--- src/rtl/input_cond_pkg.sv ---
// Shared types and default constants for the board input conditioning front end.
package input_cond_pkg;

    typedef enum logic [1:0] {
        IDLE,
        PRESS_WAIT,
        HELD,
        RELEASE_WAIT
    } btn_state_t;

    localparam int DEBOUNCE_CYCLES_SIM   = 16;
    localparam int DEBOUNCE_CYCLES_BOARD = 1_000_000;
    localparam int SYNC_STAGES_DEF       = 2;

endpackage

--- src/rtl/button_debounce.sv ---
// One push-button channel: synchronizer chain, debounce FSM with its stability counter,
// and a registered level plus a one-cycle rise flag marking the accepted press.
module button_debounce
    import input_cond_pkg::*;
#(
    parameter int DEBOUNCE_CYCLES = DEBOUNCE_CYCLES_SIM,
    parameter int SYNC_STAGES     = SYNC_STAGES_DEF
) (
    input  logic i_clk,
    input  logic i_reset_n,
    input  logic i_btn,
    output logic o_level,
    output logic o_rise
);

    localparam int CW = $clog2(DEBOUNCE_CYCLES + 1);
    localparam logic [CW-1:0] CNT_ONE = CW'(1);
    localparam logic [CW-1:0] CNT_MAX = CW'(DEBOUNCE_CYCLES);

    logic [SYNC_STAGES-1:0] r_sync;
    btn_state_t             r_state;
    logic [CW-1:0]          r_cnt;
    logic                   r_level;
    logic                   r_rise;
    logic                   w_s;

    assign w_s = r_sync[SYNC_STAGES-1];

    always_ff @(posedge i_clk) begin
        if (!i_reset_n) begin
            r_sync <= '0;
        end else begin
            r_sync <= {r_sync[SYNC_STAGES-2:0], i_btn};
        end
    end

    // Any sample against the pending direction drops the wait; the level only
    // moves once the counter has seen DEBOUNCE_CYCLES further agreeing samples.
    always_ff @(posedge i_clk) begin
        if (!i_reset_n) begin
            r_state <= IDLE;
            r_cnt   <= '0;
            r_level <= 1'b0;
            r_rise  <= 1'b0;
        end else begin
            r_rise <= 1'b0;
            case (r_state)
                IDLE: begin
                    if (w_s) begin
                        r_state <= PRESS_WAIT;
                        r_cnt   <= CNT_ONE;
                    end
                end
                PRESS_WAIT: begin
                    if (!w_s) begin
                        r_state <= IDLE;
                    end else if (r_cnt == CNT_MAX) begin
                        r_state <= HELD;
                        r_level <= 1'b1;
                        r_rise  <= 1'b1;
                    end else begin
                        r_cnt <= r_cnt + CNT_ONE;
                    end
                end
                HELD: begin
                    if (!w_s) begin
                        r_state <= RELEASE_WAIT;
                        r_cnt   <= CNT_ONE;
                    end
                end
                RELEASE_WAIT: begin
                    if (w_s) begin
                        r_state <= HELD;
                    end else if (r_cnt == CNT_MAX) begin
                        r_state <= IDLE;
                        r_level <= 1'b0;
                    end else begin
                        r_cnt <= r_cnt + CNT_ONE;
                    end
                end
                default: begin
                    r_state <= IDLE;
                    r_level <= 1'b0;
                end
            endcase
        end
    end

    assign o_level = r_level;
    assign o_rise  = r_rise;

endmodule

--- src/rtl/input_conditioner.sv ---
// Board input front end for the multiplier: debounced Run/RLC levels, a single Run
// press pulse blocked while Reset_Load_Clear is active, and a synchronized switch bus.
module input_conditioner
    import input_cond_pkg::*;
#(
    parameter int DEBOUNCE_CYCLES = DEBOUNCE_CYCLES_SIM,
    parameter int SYNC_STAGES     = SYNC_STAGES_DEF
) (
    input  logic       Clk,
    input  logic       Reset_n,
    input  logic       Run_btn_i,
    input  logic       RLC_btn_i,
    input  logic [7:0] SW_i,
    output logic       Run_o,
    output logic       Run_pulse_o,
    output logic       Reset_Load_Clear_o,
    output logic [7:0] SW_o
);

    logic [SYNC_STAGES-1:0][7:0] r_sw_sync;
    logic                        w_run_level;
    logic                        w_run_rise;
    logic                        w_rlc_level;
    logic                        w_rlc_rise;
    logic                        w_run_blocked;

    always_ff @(posedge Clk) begin
        if (!Reset_n) begin
            r_sw_sync <= '0;
        end else begin
            r_sw_sync <= {r_sw_sync[SYNC_STAGES-2:0], SW_i};
        end
    end

    button_debounce #(
        .DEBOUNCE_CYCLES(DEBOUNCE_CYCLES),
        .SYNC_STAGES    (SYNC_STAGES)
    ) u_run_debounce (
        .i_clk    (Clk),
        .i_reset_n(Reset_n),
        .i_btn    (Run_btn_i),
        .o_level  (w_run_level),
        .o_rise   (w_run_rise)
    );

    button_debounce #(
        .DEBOUNCE_CYCLES(DEBOUNCE_CYCLES),
        .SYNC_STAGES    (SYNC_STAGES)
    ) u_rlc_debounce (
        .i_clk    (Clk),
        .i_reset_n(Reset_n),
        .i_btn    (RLC_btn_i),
        .o_level  (w_rlc_level),
        .o_rise   (w_rlc_rise)
    );

    // An RLC press accepted on the same edge as Run blocks the pulse too; a
    // blocked pulse is dropped rather than held for later.
    assign w_run_blocked      = w_rlc_level | w_rlc_rise;
    assign Run_pulse_o        = w_run_rise & ~w_run_blocked;
    assign Run_o              = w_run_level;
    assign Reset_Load_Clear_o = w_rlc_level;
    assign SW_o               = r_sw_sync[SYNC_STAGES-1];

endmodule

--- config.mk ---
export PLATFORM = sky130hd
export DESIGN_NAME = input_conditioner
export DESIGN_NICKNAME = d
export VERILOG_FILES = /design/src/rtl/input_cond_pkg.sv /design/src/rtl/button_debounce.sv /design/src/rtl/input_conditioner.sv
export SDC_FILE = /design/constraint.sdc
export NUM_CORES = 1
export LEC_CHECK = 0
export BUFFER_PORTS_ARGS = -buffer_cell sky130_fd_sc_hd__clkbuf_2
export CAP_MARGIN = 5
export CORE_MARGIN = 3
export CORE_UTILIZATION = 54
export DETAILED_ROUTE_END_ITERATION = 8
export GPL_TIMING_DRIVEN = 0
export PLACE_DENSITY_LB_ADDON = 0.15
export SETUP_SLACK_MARGIN = 0.4
export SYNTH_ARGS = -nofsm -noshare
export SYNTH_HDL_FRONTEND = slang
export SYNTH_HIERARCHICAL = 1
export SYNTH_SLANG_ARGS = --single-unit
--- constraint.sdc ---
create_clock -name Clk -period 1.4 [get_ports Clk]
set_input_delay 0.14 -clock Clk [delete_from_list [all_inputs] [get_ports Clk]]
set_output_delay 0.14 -clock Clk [all_outputs]
set_load 0.05 [all_outputs]
==> results of run 1 <==
==> worst paths after layout <==
| kind | endpoint | depth (start not counted) |
|---|---|---|
| setup / recovery | u_rlc_debounce/r_cnt[1] | 5 |
| hold / removal | u_run_debounce/r_sync[0] | 2 |
| setup reg to reg | u_rlc_debounce/r_cnt[1] | 5 |
| hold reg to reg | SW_o[6] | 1 |
==> layout make-up <==
type                            instances  area, um2
Multi-Input combinational cell         93        781
Buffer                                 13        121
Clock inverter                          2       10.0
Inverter                               12       47.5
Fill cell                             106        272
Clock buffer                            6       41.3
Tap cell                               30       37.5
Timing Repair Buffer                   42        454
Sequential cell                        38        803
==> power groups by stage <==
stage / Combinational [uW] / Clock (uW) / Sequential (uW)
2_1_floorplan: 112 / 0 / 1150
5_1_grt: 254 / 606 / 1120
6_report: 240 / 554 / 1120
3_3_place_gp: 144 / 0 / 1150
3_5_place_dp: 149 / 0 / 1150
4_1_cts: 206 / 544 / 1120
==> per-stage QoR <==
step / worst slack (ns) / utilization [%] / hold WS [ns] / power, uW / cells
after CTS: 0.162 / 82.7 / 0.000852 / 1870 / 227
after floorplan: 0.287 / - / 0.267 / 1260 / 156
after global placement: 0.163 / 67.8 / 0.347 / 1290 / 208
after detailed placement: 0.137 / 67.8 / 0.351 / 1300 / 208
after global routing: 0.0337 / 89.4 / 0.000988 / 1980 / 236
final: 0.0981 / 89.4 / -0.00461 / 1920 / 236
==> repair_timing <==
item                                    CTS  global route
endpoints found under the setup margin   29            29
hold endpoints to repair                  0             4
hold buffers                              0             4
pin swaps                                 7             5
gates resized for setup                  48            31
buffers inserted                         11             5
==> critical path, stage by stage, from the launching register on <==
cell and delay (ns):
dfxtp_4 0.38, inv_2 0.08, ha_4 0.15, and4bb_2 0.29, a21oi_2 0.08, o32ai_1 0.23
==> cell families after synthesis <==
group,count (synthesis),synth area share [%]
AO/OA/AOI/OAI,30,12.1
flip-flops,38,50.2
XOR/XNOR,4,2.31
adder cells (fa/ha/maj),4,3.30
AND/OR/NAND/NOR,55,23.3
buffers and inverters,25,8.84
==> routing by layer <==
metal,global-route usage [%],up-vias
met1,21.5,648
met5,0,-
met4,11.0,0
met2,41.2,66
li1,-,628
met3,5.45,17
==> cells in the mapped netlist <==
| master | instances | area, um2 |
|---|---|---|
| dfxtp_1 | 38 | 761 |
| and2_2 | 12 | 90.1 |
| inv_1 | 12 | 45.0 |
| a21oi_1 | 10 | 50.1 |
| and2_1 | 8 | 50.1 |
| buf_4 | 8 | 60.1 |
| nand3_1 | 8 | 40.0 |
| o21ai_0 | 8 | 40.0 |
| nand2_1 | 6 | 22.5 |
| or3_1 | 6 | 37.5 |
| ha_1 | 4 | 50.1 |
| nor3_1 | 4 | 20.0 |
| o211ai_1 | 4 | 30.0 |
| a41oi_1 | 2 | 17.5 |
| and2b_2 | 2 | 17.5 |
| and4bb_2 | 2 | 25.0 |
| buf_2 | 2 | 10.0 |
| clkbuf_1 | 2 | 7.51 |
| nand4_1 | 2 | 12.5 |
| nand4bb_1 | 2 | 22.5 |
| nor2_1 | 2 | 7.51 |
| o21a_1 | 2 | 15.0 |
| o22ai_1 | 2 | 12.5 |
| o32ai_1 | 2 | 17.5 |
| xnor2_1 | 2 | 17.5 |
| xor2_1 | 2 | 17.5 |
| buf_6 | 1 | 11.3 |
| nor3b_1 | 1 | 7.51 |
==> state kept, by name, summed over array words and instances, names as in the netlist, named ones only <==
name	flops
u_run_debounce/o_level	1
u_rlc_debounce/r_sync	2
u_run_debounce/o_rise	1
SW_o	8
r_sw_sync	8
u_run_debounce/r_state	1
u_rlc_debounce/o_level	1
u_rlc_debounce/r_state	1
u_run_debounce/r_cnt	5
u_rlc_debounce/o_rise	1
u_rlc_debounce/r_cnt	5
u_run_debounce/r_sync	2
==> reports/metrics.yaml, run 1 <==
cts_tree: "done"
cts_num_sinks: 38
root_buffer: "clkbuf_4"
antenna_cells: 0
hold_class: "in -> reg"
p_per_area_mw_per_mm2: 834
rsz0062_at_grt: "true"
clock_path_buffers: 2
p_int_uw: 1420
power_frac_seq_pct: 58.6
outcome: "finished, violations left"
p_sw_share_pct: 25.7
gp_congestion: 0.740
layout-drive-gt1-share_pct: 55.3
cts.clk_slew.worst_paths_ns: 0.11
worstHoldStart: "Run_btn_i"
yosysUniqueCellTypes: 28
insertion_delay_ns: 0.35
maxCapViolCount: 0
path_max_fanout: 5
fin_area_mm2: 0.00230
cts_buffers: 5
drc: 0
min_period_over_period_pct: 93.0
final.setup.tns_ns: 0
first_global_vias: 1281
die-area_mm2: 0.00348
routedWlPerCell_um: 17.7
crit_path_end_kind: "flop"
failed_checks: "hold timing"
h-tree-depth: 2
routed_wl_mm: 4.17
reg2reg_slack_ns: 0.1
startpoint_type: "flop"
antenna_left: 0
worstSetupPathType: "reg -> reg"
syn_inst: 156
wl_met3_um: 234
antenna_found_initial: 0
maxUsedRoutingLayer: "met4"
initial_utilization_pct: 59.0
track_usage_pct: 21.7
grt_pass1_wl_mm: 5.58
finalCriticalPeriod_ns: 1.30
synth_fp_nets: 172
layout_commonest_cell: "dfxtp_1"
io_pins: 23
dp_hpwl_mm: 1.91
cp.arrival_ns: 1.54
pwr-share-comb_pct: 12.5
postSynthAreaPerCell_um2: 9.71
ir_drop_v: 0.00103
wl_met1_mm: 1.63
via_per_inst: 5.76
crit_path_start: "u_rlc_debounce/r_cnt[0]"
synth_area_mm2: 0.00152
required_ns: 1.64
wl_met2_mm: 2.18
yosysSeqAreaShare_pct: 50.2
core_area_mm2: 0.00257
detail_route.iter0.violations: 88
ys_seq_elements: 38
vias: 1359
dr.pass1.iters: 4
p_clk_share_pct: 28.9
die_x_um: 59.0
p_leak_uw: 0.000898
tightestPinTransition_ns: 0.306
place_area_mm2: 0.00174
fmax_mhz: 768
rr_startpoint: "u_rlc_debounce/r_cnt[0]"
report.final.hold_viol_count: 1
setup_viol: 0
slew_violations: 0
io_buffers: 22
rows: 18
dieHeight_um: 59.0
maxSlewHeadroom_pct: 79.4
grt_max_degree: 13
syn_to_final_growth_pct: 51.5
whs_ns: -0.00461
switchingPower_uw: 492
mostFrequentLayoutCells: "dfxtp_1 (20), buf_4 (15), clkbuf_2 (13), and2_2 (12)"
ys_warn_count: 6
grt_overflow: 0
nets: 221
fin_skew_ns: 0.0107
(Power assumes the default switching activity.)
==> run 2, diff against run 1 <==
Settings changed: CORE_MARGIN 3 to not set, CORE_UTILIZATION 54 to 49.
Clock period 1.4 ns to 1.1 ns, I/O delays scaled along.
==> reports/metrics.yaml, run 2 (synthesis gave the netlist of run 1 again) <==
fmax_mhz: 775
die_x_um: 57.6
cp.arrival_ns: 1.57
cts_buffers: 5
tightestPinTransition_ns: 0.351
clock_path_buffers: 2
grt_pass1_wl_mm: 5.88
rsz0062_at_grt: "true"
path_max_fanout: 3
drc: 3
mostFrequentLayoutCells: "dfxtp_1 (19), buf_6 (16), dfxtp_2 (14), clkbuf_2 (13), and2_2 (12)"
maxSlewHeadroom_pct: 76.4
cts_num_sinks: 38
antenna_cells: 0
antenna_found_initial: 0
failed_checks: "DRC, setup timing"
min_period_over_period_pct: 117
cts.clk_slew.worst_paths_ns: 0.11
cts_tree: "done"
fin_area_mm2: 0.00248
dp_hpwl_mm: 1.88
first_global_vias: 1327
detail_route.iter0.violations: 58
layout_commonest_cell: "dfxtp_1"
ir_drop_v: 0.000881
p_sw_share_pct: 25.0
p_per_area_mw_per_mm2: 1020
required_ns: 1.38
worstPathCellList: "inv_2 > ha_4 > and4bb_2 > buf_6 > nand3_2 > nor3_2"
grt_max_degree: 13
initial_utilization_pct: 53.1
crit_path_max_incr_delay_ns: 0.35
routed_wl_mm: 4.06
report.final.hold_viol_count: 0
crit_path_end_kind: "flop"
place_ws_ns: -0.148
maxCapViolCount: 0
setup_viol: 19
slew_violations: 0
pwr-share-comb_pct: 13.2
gp_congestion: 0.717
crit_slowest_cell: "dfxtp_2"
startpoint_type: "flop"
vias: 1338
crit_family: "simple AND/OR/NAND/NOR gates"
nets: 224
hold_class: "in -> reg"
routedWlPerCell_um: 16.9
outcome: "finished, violations left"
switchingPower_uw: 635
syn_to_final_growth_pct: 63.5
via_per_inst: 5.58
finalCriticalPeriod_ns: 1.29
final.setup.tns_ns: -2.27
rows: 19
p_leak_uw: 0.000927
core_area_mm2: 0.00285
dr.pass1.iters: 6
io_buffers: 22
grt_overflow: 0
power_frac_seq_pct: 56.7
fin_util_pct: 86.8
dieHeight_um: 57.6
setup_slack_ns: -0.190
place_area_mm2: 0.00175
io_pins: 23
crit_buf_inv: 2
die-area_mm2: 0.00332
layout-drive-gt1-share_pct: 60.8
insertion_delay_ns: 0.34
worstSetupPathType: "reg -> reg"
h-tree-depth: 2
antenna_left: 0
p_int_uw: 1900
root_buffer: "clkbuf_4"
p_clk_share_pct: 30.2
track_usage_pct: 24.1
fin_skew_ns: 0.00571
## run 2: changes by cell type in the layout (fill, tap and decap cells not counted), sizes merged
cell	before	now
clkinv	2	1
dlygate4sd3	4	10
clkinvlp	0	1
buf	31	26
clkbuf	26	28
## run 2: final timing paths
kind	from	end	slack, ns	cells past startpoint
hold reg to reg	u_run_debounce/r_sync[0]	u_run_debounce/r_sync[1]	0.45	1
setup reg to reg	u_rlc_debounce/r_cnt[1]	u_rlc_debounce/o_rise	-0.19	6
setup / recovery	u_rlc_debounce/r_cnt[1]	u_rlc_debounce/o_rise	-0.19	6
hold / removal	Reset_n	r_sw_sync[5]	0.12	2
## run 2: power by group through the flow
stage | clock network (uW) | registers (uW) | logic [uW]
finish | 765 | 1440 | 334
CTS | 780 | 1430 | 302
detailed placement | 0 | 1460 | 189
global placement | 0 | 1460 | 184
floorplan | 0 | 1460 | 142
global route | 829 | 1440 | 355
## run 2: area by class of cell
cell class,count,area (um2)
multi-input cells,93,882
flip-flops and latches,38,797
repair buffers,45,527
fillers,128,375
plain buffers,13,121
clock buffers,6,51.3
inverters,12,47.5
well taps,31,38.8
clock inverters,2,12.5
## run 2: what timing repair did
| action | CTS | global route |
|---|---|---|
| hold endpoints to repair | 10 | 0 |
| buffers inserted | 12 | 1 |
| pin swaps | 19 | 12 |
| resized for setup | 59 | 38 |
| hold buffers | 10 | 0 |
| setup endpoints to repair | 29 | 29 |
## run 2: per-layer routing
metal	vias to the layer above	GRT usage [%]	wire (um)
li1	625	-	-
met1	633	25.3	1530
met2	65	45.0	2190
met3	15	6.70	234
met4	0	9.76	109
met5	-	0	0
## run 2: stage by stage
stage	instances	power, uW	hold slack (ns)
2_1_floorplan	156	1600	0.237
3_3_place_gp	209	1650	0.317
3_5_place_dp	209	1650	0.321
4_1_cts	239	2510	0.0960
5_1_grt	240	2620	0.125
6_report	240	2540	0.119
